`src/rtl/pattern_bist_pkg.sv`:
```
// Shared types and default polynomials for the pattern BIST driver slice.
package pattern_bist_pkg;

   typedef enum logic [1:0] {
      ST_IDLE,
      ST_RUN,
      ST_FLUSH,
      ST_DONE
   } bist_state_t;

   // Galois right-shift taps for x^15+x^14+1; left-shift MISR feedback for x^13+x^4+x^3+x+1
   localparam logic [14:0] DEF_LFSR_POLY = 15'h6000;
   localparam logic [12:0] DEF_MISR_POLY = 13'h001B;

endpackage

```
`src/rtl/pattern_bist_if.sv`:
```
// Start/stimulus/response bundle between the regression harness and the BIST driver.
interface pattern_bist_if #(
   parameter int STIM_W = 15,
   parameter int RESP_W = 13,
   parameter int CNT_W  = 16
);
   logic              start_i;
   logic [CNT_W-1:0]  num_vec_i;
   logic [STIM_W-1:0] seed_i;
   logic [STIM_W-1:0] stim_o;
   logic              stim_valid_o;
   logic [RESP_W-1:0] resp_i;
   logic              busy_o;
   logic              done_o;
   logic [RESP_W-1:0] signature_o;
   logic [CNT_W-1:0]  vec_cnt_o;

   modport master (
      output start_i, num_vec_i, seed_i, resp_i,
      input  stim_o, stim_valid_o, busy_o, done_o, signature_o, vec_cnt_o
   );

   modport slave (
      input  start_i, num_vec_i, seed_i, resp_i,
      output stim_o, stim_valid_o, busy_o, done_o, signature_o, vec_cnt_o
   );
endinterface

```
`src/rtl/pattern_misr.sv`:
```
// Multiple-input signature register compacting pattern block responses.
module pattern_misr
   import pattern_bist_pkg::*;
#(
   parameter int                RESP_W    = 13,
   parameter logic [RESP_W-1:0] MISR_POLY = DEF_MISR_POLY
) (
   input  logic              blif_clk_net,
   input  logic              blif_reset_net,
   input  logic              en,
   input  logic              clr,
   input  logic [RESP_W-1:0] d,
   output logic [RESP_W-1:0] sig
);

   always_ff @(posedge blif_clk_net or negedge blif_reset_net) begin
      if (!blif_reset_net) begin
         sig <= '0;
      end else if (clr) begin
         sig <= '0;
      end else if (en) begin
         sig <= {sig[RESP_W-2:0], 1'b0} ^ (sig[RESP_W-1] ? MISR_POLY : '0) ^ d;
      end
   end

endmodule

```
`src/rtl/pattern_bist_driver.sv`:
```
// LFSR stimulus generator with MISR response compaction and start/busy/done control.
//
// state    | meaning
// ---------+-------------------------------------------------------------
// ST_IDLE  | waiting for start_i; outputs hold results of the last run
// ST_RUN   | one counted vector per cycle on stim_o
// ST_FLUSH | stimulus stopped; waiting RESP_LAT cycles for last responses
// ST_DONE  | one-cycle done_o pulse, then back to ST_IDLE
module pattern_bist_driver
   import pattern_bist_pkg::*;
#(
   parameter int                STIM_W    = 15,
   parameter int                RESP_W    = 13,
   parameter int                CNT_W     = 16,
   parameter int                RESP_LAT  = 1,
   parameter logic [STIM_W-1:0] LFSR_POLY = DEF_LFSR_POLY,
   parameter logic [RESP_W-1:0] MISR_POLY = DEF_MISR_POLY
) (
   input  logic           blif_clk_net,
   input  logic           blif_reset_net,
   pattern_bist_if.slave  bus
);

   localparam int         VP_W       = (RESP_LAT > 0) ? RESP_LAT : 1;
   localparam logic [2:0] FLUSH_LAST = 3'((RESP_LAT > 0) ? RESP_LAT - 1 : 0);

   bist_state_t       state;
   logic [STIM_W-1:0] lfsr;
   logic [STIM_W-1:0] lfsr_nxt;
   logic [STIM_W-1:0] seed_nz;
   logic [STIM_W-1:0] stim;
   logic              stim_valid;
   logic              busy;
   logic              done;
   logic [CNT_W-1:0]  vec_cnt;
   logic [CNT_W-1:0]  rem_cnt;
   logic [2:0]        flush_cnt;
   logic [VP_W-1:0]   vpipe;
   logic              tap;
   logic              misr_clr;

   assign lfsr_nxt = (lfsr >> 1) ^ (lfsr[0] ? LFSR_POLY : '0);
   assign seed_nz  = (bus.seed_i == '0) ? STIM_W'(1) : bus.seed_i;
   assign misr_clr = (state == ST_IDLE) && bus.start_i;
   assign tap      = (RESP_LAT == 0) ? stim_valid : vpipe[VP_W-1];

   // rem_cnt counts down the vectors still to issue after the current one
   always_ff @(posedge blif_clk_net or negedge blif_reset_net) begin
      if (!blif_reset_net) begin
         state      <= ST_IDLE;
         lfsr       <= STIM_W'(1);
         stim       <= '0;
         stim_valid <= 1'b0;
         busy       <= 1'b0;
         done       <= 1'b0;
         vec_cnt    <= '0;
         rem_cnt    <= '0;
         flush_cnt  <= '0;
      end else begin
         done <= 1'b0;
         case (state)
            ST_IDLE: begin
               if (bus.start_i) begin
                  vec_cnt <= '0;
                  if (bus.num_vec_i != '0) begin
                     state      <= ST_RUN;
                     lfsr       <= seed_nz;
                     stim       <= seed_nz;
                     stim_valid <= 1'b1;
                     busy       <= 1'b1;
                     rem_cnt    <= bus.num_vec_i - CNT_W'(1);
                  end else begin
                     state <= ST_DONE;
                     done  <= 1'b1;
                  end
               end
            end
            ST_RUN: begin
               lfsr    <= lfsr_nxt;
               vec_cnt <= vec_cnt + CNT_W'(1);
               if (rem_cnt == '0) begin
                  stim_valid <= 1'b0;
                  if (RESP_LAT == 0) begin
                     state <= ST_DONE;
                     busy  <= 1'b0;
                     done  <= 1'b1;
                  end else begin
                     state     <= ST_FLUSH;
                     flush_cnt <= FLUSH_LAST;
                  end
               end else begin
                  rem_cnt <= rem_cnt - CNT_W'(1);
                  stim    <= lfsr_nxt;
               end
            end
            ST_FLUSH: begin
               if (flush_cnt == '0) begin
                  state <= ST_DONE;
                  busy  <= 1'b0;
                  done  <= 1'b1;
               end else begin
                  flush_cnt <= flush_cnt - 3'd1;
               end
            end
            ST_DONE: begin
               state <= ST_IDLE;
            end
            default: begin
               state <= ST_IDLE;
            end
         endcase
      end
   end

   // Delays stim_valid to line up with the pattern block's response latency
   always_ff @(posedge blif_clk_net or negedge blif_reset_net) begin
      if (!blif_reset_net) begin
         vpipe <= '0;
      end else begin
         vpipe <= (vpipe << 1) | VP_W'(stim_valid);
      end
   end

   pattern_misr #(
      .RESP_W    (RESP_W),
      .MISR_POLY (MISR_POLY)
   ) u_misr (
      .blif_clk_net   (blif_clk_net),
      .blif_reset_net (blif_reset_net),
      .en             (tap),
      .clr            (misr_clr),
      .d              (bus.resp_i),
      .sig            (bus.signature_o)
   );

   assign bus.stim_o       = stim;
   assign bus.stim_valid_o = stim_valid;
   assign bus.busy_o       = busy;
   assign bus.done_o       = done;
   assign bus.vec_cnt_o    = vec_cnt;

endmodule

```
`src/flat_wrapper.sv`:
```
// flat-port wrapper written by rule: the top's interface ports become plain ports
module pattern_bist_driver_flat import pattern_bist_pkg::*;
#(
   parameter int                STIM_W    = 15,
   parameter int                RESP_W    = 13,
   parameter int                CNT_W     = 16,
   parameter int                RESP_LAT  = 1,
   parameter logic [STIM_W-1:0] LFSR_POLY = DEF_LFSR_POLY,
   parameter logic [RESP_W-1:0] MISR_POLY = DEF_MISR_POLY
)
  (blif_clk_net, blif_reset_net, bus_start_i, bus_num_vec_i, bus_seed_i, bus_resp_i, bus_stim_o, bus_stim_valid_o, bus_busy_o, bus_done_o, bus_signature_o, bus_vec_cnt_o);
  pattern_bist_if #(.STIM_W(STIM_W), .RESP_W(RESP_W), .CNT_W(CNT_W)) bus_i ();
  input  logic blif_clk_net;
  input  logic blif_reset_net;
  input wire logic [$bits(bus_i.start_i)-1:0] bus_start_i;
  input wire logic [$bits(bus_i.num_vec_i)-1:0] bus_num_vec_i;
  input wire logic [$bits(bus_i.seed_i)-1:0] bus_seed_i;
  input wire logic [$bits(bus_i.resp_i)-1:0] bus_resp_i;
  output wire logic [$bits(bus_i.stim_o)-1:0] bus_stim_o;
  output wire logic [$bits(bus_i.stim_valid_o)-1:0] bus_stim_valid_o;
  output wire logic [$bits(bus_i.busy_o)-1:0] bus_busy_o;
  output wire logic [$bits(bus_i.done_o)-1:0] bus_done_o;
  output wire logic [$bits(bus_i.signature_o)-1:0] bus_signature_o;
  output wire logic [$bits(bus_i.vec_cnt_o)-1:0] bus_vec_cnt_o;
  assign bus_i.start_i = bus_start_i;
  assign bus_i.num_vec_i = bus_num_vec_i;
  assign bus_i.seed_i = bus_seed_i;
  assign bus_i.resp_i = bus_resp_i;
  assign bus_stim_o = bus_i.stim_o;
  assign bus_stim_valid_o = bus_i.stim_valid_o;
  assign bus_busy_o = bus_i.busy_o;
  assign bus_done_o = bus_i.done_o;
  assign bus_signature_o = bus_i.signature_o;
  assign bus_vec_cnt_o = bus_i.vec_cnt_o;
  pattern_bist_driver #(.STIM_W(STIM_W), .RESP_W(RESP_W), .CNT_W(CNT_W), .RESP_LAT(RESP_LAT), .LFSR_POLY(LFSR_POLY), .MISR_POLY(MISR_POLY)) u_core (.blif_clk_net(blif_clk_net), .blif_reset_net(blif_reset_net), .bus(bus_i));
endmodule
```
`config.mk`:
```
export PLATFORM = sky130hd
export DESIGN_NAME = pattern_bist_driver_flat
export DESIGN_NICKNAME = d
export VERILOG_FILES = /design/src/rtl/pattern_bist_pkg.sv /design/src/rtl/pattern_bist_if.sv /design/src/rtl/pattern_misr.sv /design/src/rtl/pattern_bist_driver.sv /design/src/flat_wrapper.sv
export SDC_FILE = /design/constraint.sdc
export NUM_CORES = 1
export LEC_CHECK = 0
export ABC_CLOCK_PERIOD_IN_PS = 3200
export BUFFER_PORTS_ARGS = -buffer_cell sky130_fd_sc_hd__buf_4
export CAP_MARGIN = 10
export CORE_MARGIN = 1.5
export CORE_UTILIZATION = 50
export CTS_CLUSTER_DIAMETER = 40
export DETAILED_ROUTE_END_ITERATION = 6
export PLACE_DENSITY = 0.85
export SKIP_CTS_REPAIR_TIMING = 1
export SLEW_MARGIN = 20
export SYNTH_ARGS = -nofsm -noshare
export SYNTH_HDL_FRONTEND = slang
export SYNTH_SLANG_ARGS = --single-unit
```
`constraint.sdc`:
```
create_clock -name blif_clk_net -period 3.2 [get_ports blif_clk_net]
set_clock_uncertainty 0.15 [all_clocks]
set_input_delay 0.64 -clock blif_clk_net [delete_from_list [all_inputs] [get_ports blif_clk_net]]
set_output_delay 0.64 -clock blif_clk_net [all_outputs]
set_load 0.01 [all_outputs]
```
# Yosys cells after proc, flatten, opt, wreduce, memory -nomap -nowiden
# Index checks and enable logic that the tools add are counted.
totals:
  out_inout_bits: 47
  mem_count: 0
  latchBits: 0
  mem_bits_ro: 0
  register_bits: 84
  elab_cells: 78
  mem_bits_rw: 0
op_classes:
  n_mul: 0
  n_eq_ne: 9
  shift: 0
  n_div: 0
  addsub: 4
  n_mux: 34
  n_lt_le_gt_ge: 0
  n_reduce_logical: 17
  n_bitwise: 3
ops:
  columns: ["cell", "count"]
  rows:
  - ["$mux W15", 5]
  - ["$mux W16", 4]
  - ["$pmux W16 S2", 2]
  - ["$pmux W15 S2", 2]
  - ["$sub A16 B1 Y16 const B", 2]
  - ["$mux W13", 2]
  - ["$add A16 B1 Y16 const B", 1]
  - ["$logic_not A16 Y1", 1]
  - ["$reduce_bool A16 Y1", 1]
  - ["$logic_not A15 Y1", 1]
  - ["$xor A14 B15 Y15", 1]
  - ["$xor A13 B13 Y13", 1]
  - ["$xor A13 B5 Y13", 1]
  - ["$reduce_and A4 Y1", 3]
  - ["$reduce_and A3 Y1", 3]
  - ["$mux W2", 4]
  - ["$ne A2 B2 Y1 const B", 4]
  - ["$pmux W2 S4", 1]
  - ["$reduce_bool A2 Y1", 4]
  - ["$mux W1", 7]
  - ["$mux W3", 2]
  - ["$pmux W1 S2", 3]
  - ["$pmux W3 S2", 1]
  - ["$mux W5", 1]
  - ["other kinds (8)", 10]

# Logic depth before layout (Yosys ltp)
depth:
  word_depth: 5
  mapped_depth: 13
  mapped_depth_nobuf: 9

# Cells and area by module
# From an unflattened synthesis, not the netlist that was laid out.
hier_totals:
  cells_unflattened: 503
  hier_area_um2: 4631.9
modules_own_cells:
  columns: ["mod", "cells_each", "instances", "area_each_um2"]
  rows:
  - ["pattern_bist_driver", 443, 1, 3977.6]
  - ["pattern_misr", 60, 1, 654.4]

# Worst setup path before layout
# OpenSTA, ideal clock, no wires.
synth_path:
  kind: "reg-to-reg"
  start: "reg u_core.state[1]"
  end: "reg u_core.rem_cnt[12]"
  arrival_time_ns: 2.973
  setup_ns: 0.126
  stages_incl_launch_ff: 14
  slack_ns: -0.049
  period_less_slack_ns: 3.249
  required_ns: 2.924
  cell_sequence: "dfrtp_1 inv_1 ha_1 buf_6 buf_2 buf_2 clkbuf_1 mux2i_1 ha_1 o21ai_2 nor4_2 xnor2_1 nor2_1 a221o_1"
synth_between:
  elab_chain_len: 3
  elab_cells_between_ends: 8
  classes_between: "eq/ne: 4; mux: 1; reduce/logical: 3"
synth_rtl:
  columns: ["item", "line", "source"]
  rows:
  - ["start, declared", "pattern_bist_driver.sv:27", "bist_state_t state;"]
  - ["start signal, assigned", "pattern_bist_driver.sv:50", "state <= ST_IDLE;"]
  - ["start signal, assigned", "pattern_bist_driver.sv:66", "state <= ST_RUN;"]
  - ["start signal, assigned", "pattern_bist_driver.sv:73", "state <= ST_DONE;"]
  - ["$eq A2 B1 Y1 or $logic_not A2 Y1 (tied branches)", "pattern_bist_driver.sv:61", "case (state)"]
  - ["$ne A2 B2 Y1 (no line) or $reduce_bool A2 Y1 (tied branches)", null, null]
  - ["$reduce_and A4 Y1 (no line)", null, null]
  - ["end signal, assigned", "pattern_bist_driver.sv:71", "rem_cnt <= bus.num_vec_i - CNT_W'(1);"]
  - ["end signal, assigned", "pattern_bist_driver.sv:92", "rem_cnt <= rem_cnt - CNT_W'(1);"]
  - ["end, declared", "pattern_bist_driver.sv:36", "logic [CNT_W-1:0] rem_cnt;"]
# Several ways; a longest one is shown, not always the timed one.
# A chain may end at the register's enable or synchronous reset.

# Worst setup path in the final report
# Same ends and word-level chain as after synthesis.

==> results.py <==
metrics = {
    "power_and_ir_drop": {
        "power_frac_seq_pct": 36.5,
        "power_mw": 5.19,
        "power.switching_mw": 2.25,
        "leakagePower_nw": 2.48,
        "swShare_pct": 43.3,
        "ir_worst_vdd_mv": 0.532,
        "power_frac_comb_pct": 48.9,
        "intPower_mw": 2.94,
        "powerDensity_nw_per_um2": 923,
        "p_clk_share_pct": 14.6,
    },
    "detailed_routing": {
        "drtAntennaViolNets": 0,
        "wl_per_cell_um": 15.6,
        "drt_first_pass_iters": 4,
        "vias": 4074,
        "drt_iter0_drc": 218,
        "drt_wl_total_mm": 11.0,
        "drc": 0,
        "via_per_inst": 5.79,
    },
    "synth": {
        "async_flop_share_pct": 100,
        "synth_cell_types": 57,
        "yosys-top-cells-count": "dfrtp_1, nor2_1, nand2_1",
        "synth.most_common_cell": "dfrtp_1",
        "synth_warnings": 0,
        "syn_inst": 502,
        "synth-edff-count": 0,
        "synth_ff_type": "dfrtp_1",
        "yosys-top-cells-area": "dfrtp_1, nor2_1, mux2i_1",
        "synth_nets": 556,
        "synth.top_cell.area_share_pct": 44.8,
        "avgSynthCellArea_um2": 9.24,
        "synth_area_um2": 4640,
        "yosys.area.top_type": "dfrtp_1",
        "synth_seq_cells": 84,
        "seq_area_frac_synth_pct": 45.3,
    },
    "global_route": {
        "track_usage_pct": 23.3,
        "grt_first_pass_wirelength_mm": 18.7,
        "overflow": 0,
        "grt_start_max_net_pins": 85,
        "antenna_found_initial": 0,
        "grt_pass1_vias": 3900,
    },
    "final_layout": {
        "area_growth_syn_to_layout_pct": 21.3,
        "drive_above_1_share_pct": 23.5,
        "final_cells": 704,
        "fin_util_pct": 63.6,
        "num-nets-final": 645,
        "num_antenna_cells": 0,
        "final_area_um2": 5630,
    },
    "floorplanning": {
        "coreArea_um2": 8850,
        "row_count": 34,
        "ios": 94,
        "start_util_pct": 52.4,
        "chipHeight_um": 99.3,
        "die_w_um": 99.3,
        "dieArea_um2": 9870,
    },
    "worst_setup_path": {
        "start_kind": "flip-flop",
        "arrival_ns": 3.06,
        "crit_fanout": 32,
        "end_kind": "flip-flop",
        "path_class": "reg -> reg",
        "required_ns": 3.31,
    },
    "timing": {
        "finalHoldViolations": 0,
        "relSlewSlack_pct": 50.3,
        "setup_viol": 0,
        "tightest_slew_ns": 0.745,
        "setup_ws_ns": 0.244,
        "max_clock_freq_mhz": 338,
        "fin_crit_ns": 2.96,
        "finalCritPeriodShare_pct": 92.4,
        "rsz0062_at_grt": "false",
        "tns_ns": 0,
        "slew_viol_final": 0,
        "holdWs_ns": 0.172,
    },
    "clock_tree": {
        "clock_latency_ns": 0.37,
        "htree_levels": 3,
        "cts_max_path_buffers": 2,
        "numCtsBuffers": 9,
        "cts.clk_slew.worst_paths_ns": 0.10,
        "cts_tree": "built",
        "root_buffer": "clkbuf_8",
        "clkSinkCount": 84,
    },
    "min_path": {
        "hold_class": "in -> async",
    },
    "placement": {
        "gp_congestion": 0.973,
        "placed_cell_area_um2": 5430,
        "placed_cells": 688,
        "io_buffers": 93,
        "place_hpwl_mm": 7.91,
        "place_ws_ns": 0.282,
    },
    "status": {
        "outcome": "completed",
    },
    "flow_run": {
        "drv_cap": 0,
    },
}
## kinds of logic after synthesis
kind of cell | after synthesis | share of synthesized area [%]
AOI/OAI and AO/OA | 112 | 15.9
and+or+nand+nor | 198 | 20.3
buffers and inverters | 36 | 3.59
muxes | 25 | 5.47
DFF | 84 | 45.3
xor gates and xnor gates | 40 | 7.55
adders and majority gates | 7 | 1.89
## per-layer routing
metal	vias up	global-route usage (%)	routed length (um)
li1	1963	-	-
met1	1938	32.6	4950
met2	160	36.8	5160
met3	13	5.06	732
met4	0	6.93	102
met5	-	0	0
## worst max-delay path, cell delays in order (launching register included)
cell and delay (ns):
dfrtp_1 0.41, inv_1 0.11, ha_2 0.39, buf_4 0.38, nand2b_1 0.18, o32a_1 0.29
nor4_2 0.47, xnor2_1 0.18, nor2_1 0.05, a221o_1 0.25
## area by class of cell
class	count	area (um2)
fill	728	3220
multi-input combinational	382	2370
sequential	84	2100
timing repair buffer	103	777
tap	108	135
clock buffer	9	124
clock inverter	7	73.8
inverter	11	41.3
## state kept, by name, indices dropped and copies added, names as in the netlist
signal / count
u_core.bus.busy_o: 1
u_core.bus.stim_valid_o: 1
u_core.rem_cnt: 16
u_core.state: 2
u_core.bus.stim_o: 15
u_core.tap: 1
u_core.bus.done_o: 1
u_core.bus.vec_cnt_o: 16
u_core.flush_cnt: 3
u_core.u_misr.sig: 13
u_core.lfsr: 15
## final timing paths
path / start / to / slack [ns] / cells past startpoint
worst min register to register: u_core.bus.stim_valid_o / u_core.tap / 0.29 / 0
max in group asynchronous: blif_reset_net / u_core.rem_cnt[8] / 2.23 / 1
worst min-delay path: blif_reset_net / u_core.bus.vec_cnt_o[8] / 0.17 / 1
worst max register to register: u_core.state[1] / u_core.rem_cnt[12] / 0.24 / 9
min in group blif_clk_net: u_core.bus.stim_valid_o / u_core.tap / 0.29 / 0
worst max-delay path: u_core.state[1] / u_core.rem_cnt[12] / 0.24 / 9
## power by group through the flow
stage / combinational (mW) / sequential [mW] / clock [mW]
after global routing: 2.82 / 1.95 / 0.824
after floorplan: 1.68 / 1.90 / 0
after global placement: 2.46 / 1.88 / 0
final: 2.54 / 1.89 / 0.756
after detailed placement: 2.55 / 1.90 / 0
after CTS: 2.55 / 1.88 / 0.776
## cells in the final DEF, fill, tap and decap left out, drive strengths merged, types with 4 or more instances in the layout
cell / Yosys / final
nand4: 10 / 10
clkbuf: 16 / 9
nor4: 10 / 10
mux2i: 22 / 22
nand3: 18 / 18
a2bb2oi: 4 / 4
a221o: 6 / 6
a21oi: 34 / 34
nor3: 17 / 17
inv: 11 / 15
xor2: 16 / 16
o22ai: 6 / 6
dfrtp: 83 / 83
nor2: 72 / 72
ha: 7 / 7
xnor2: 24 / 24
buf: 9 / 103
o21ai: 38 / 38
nand2: 53 / 53
a211oi: 10 / 10
Power figures use the tool's default switching activity.
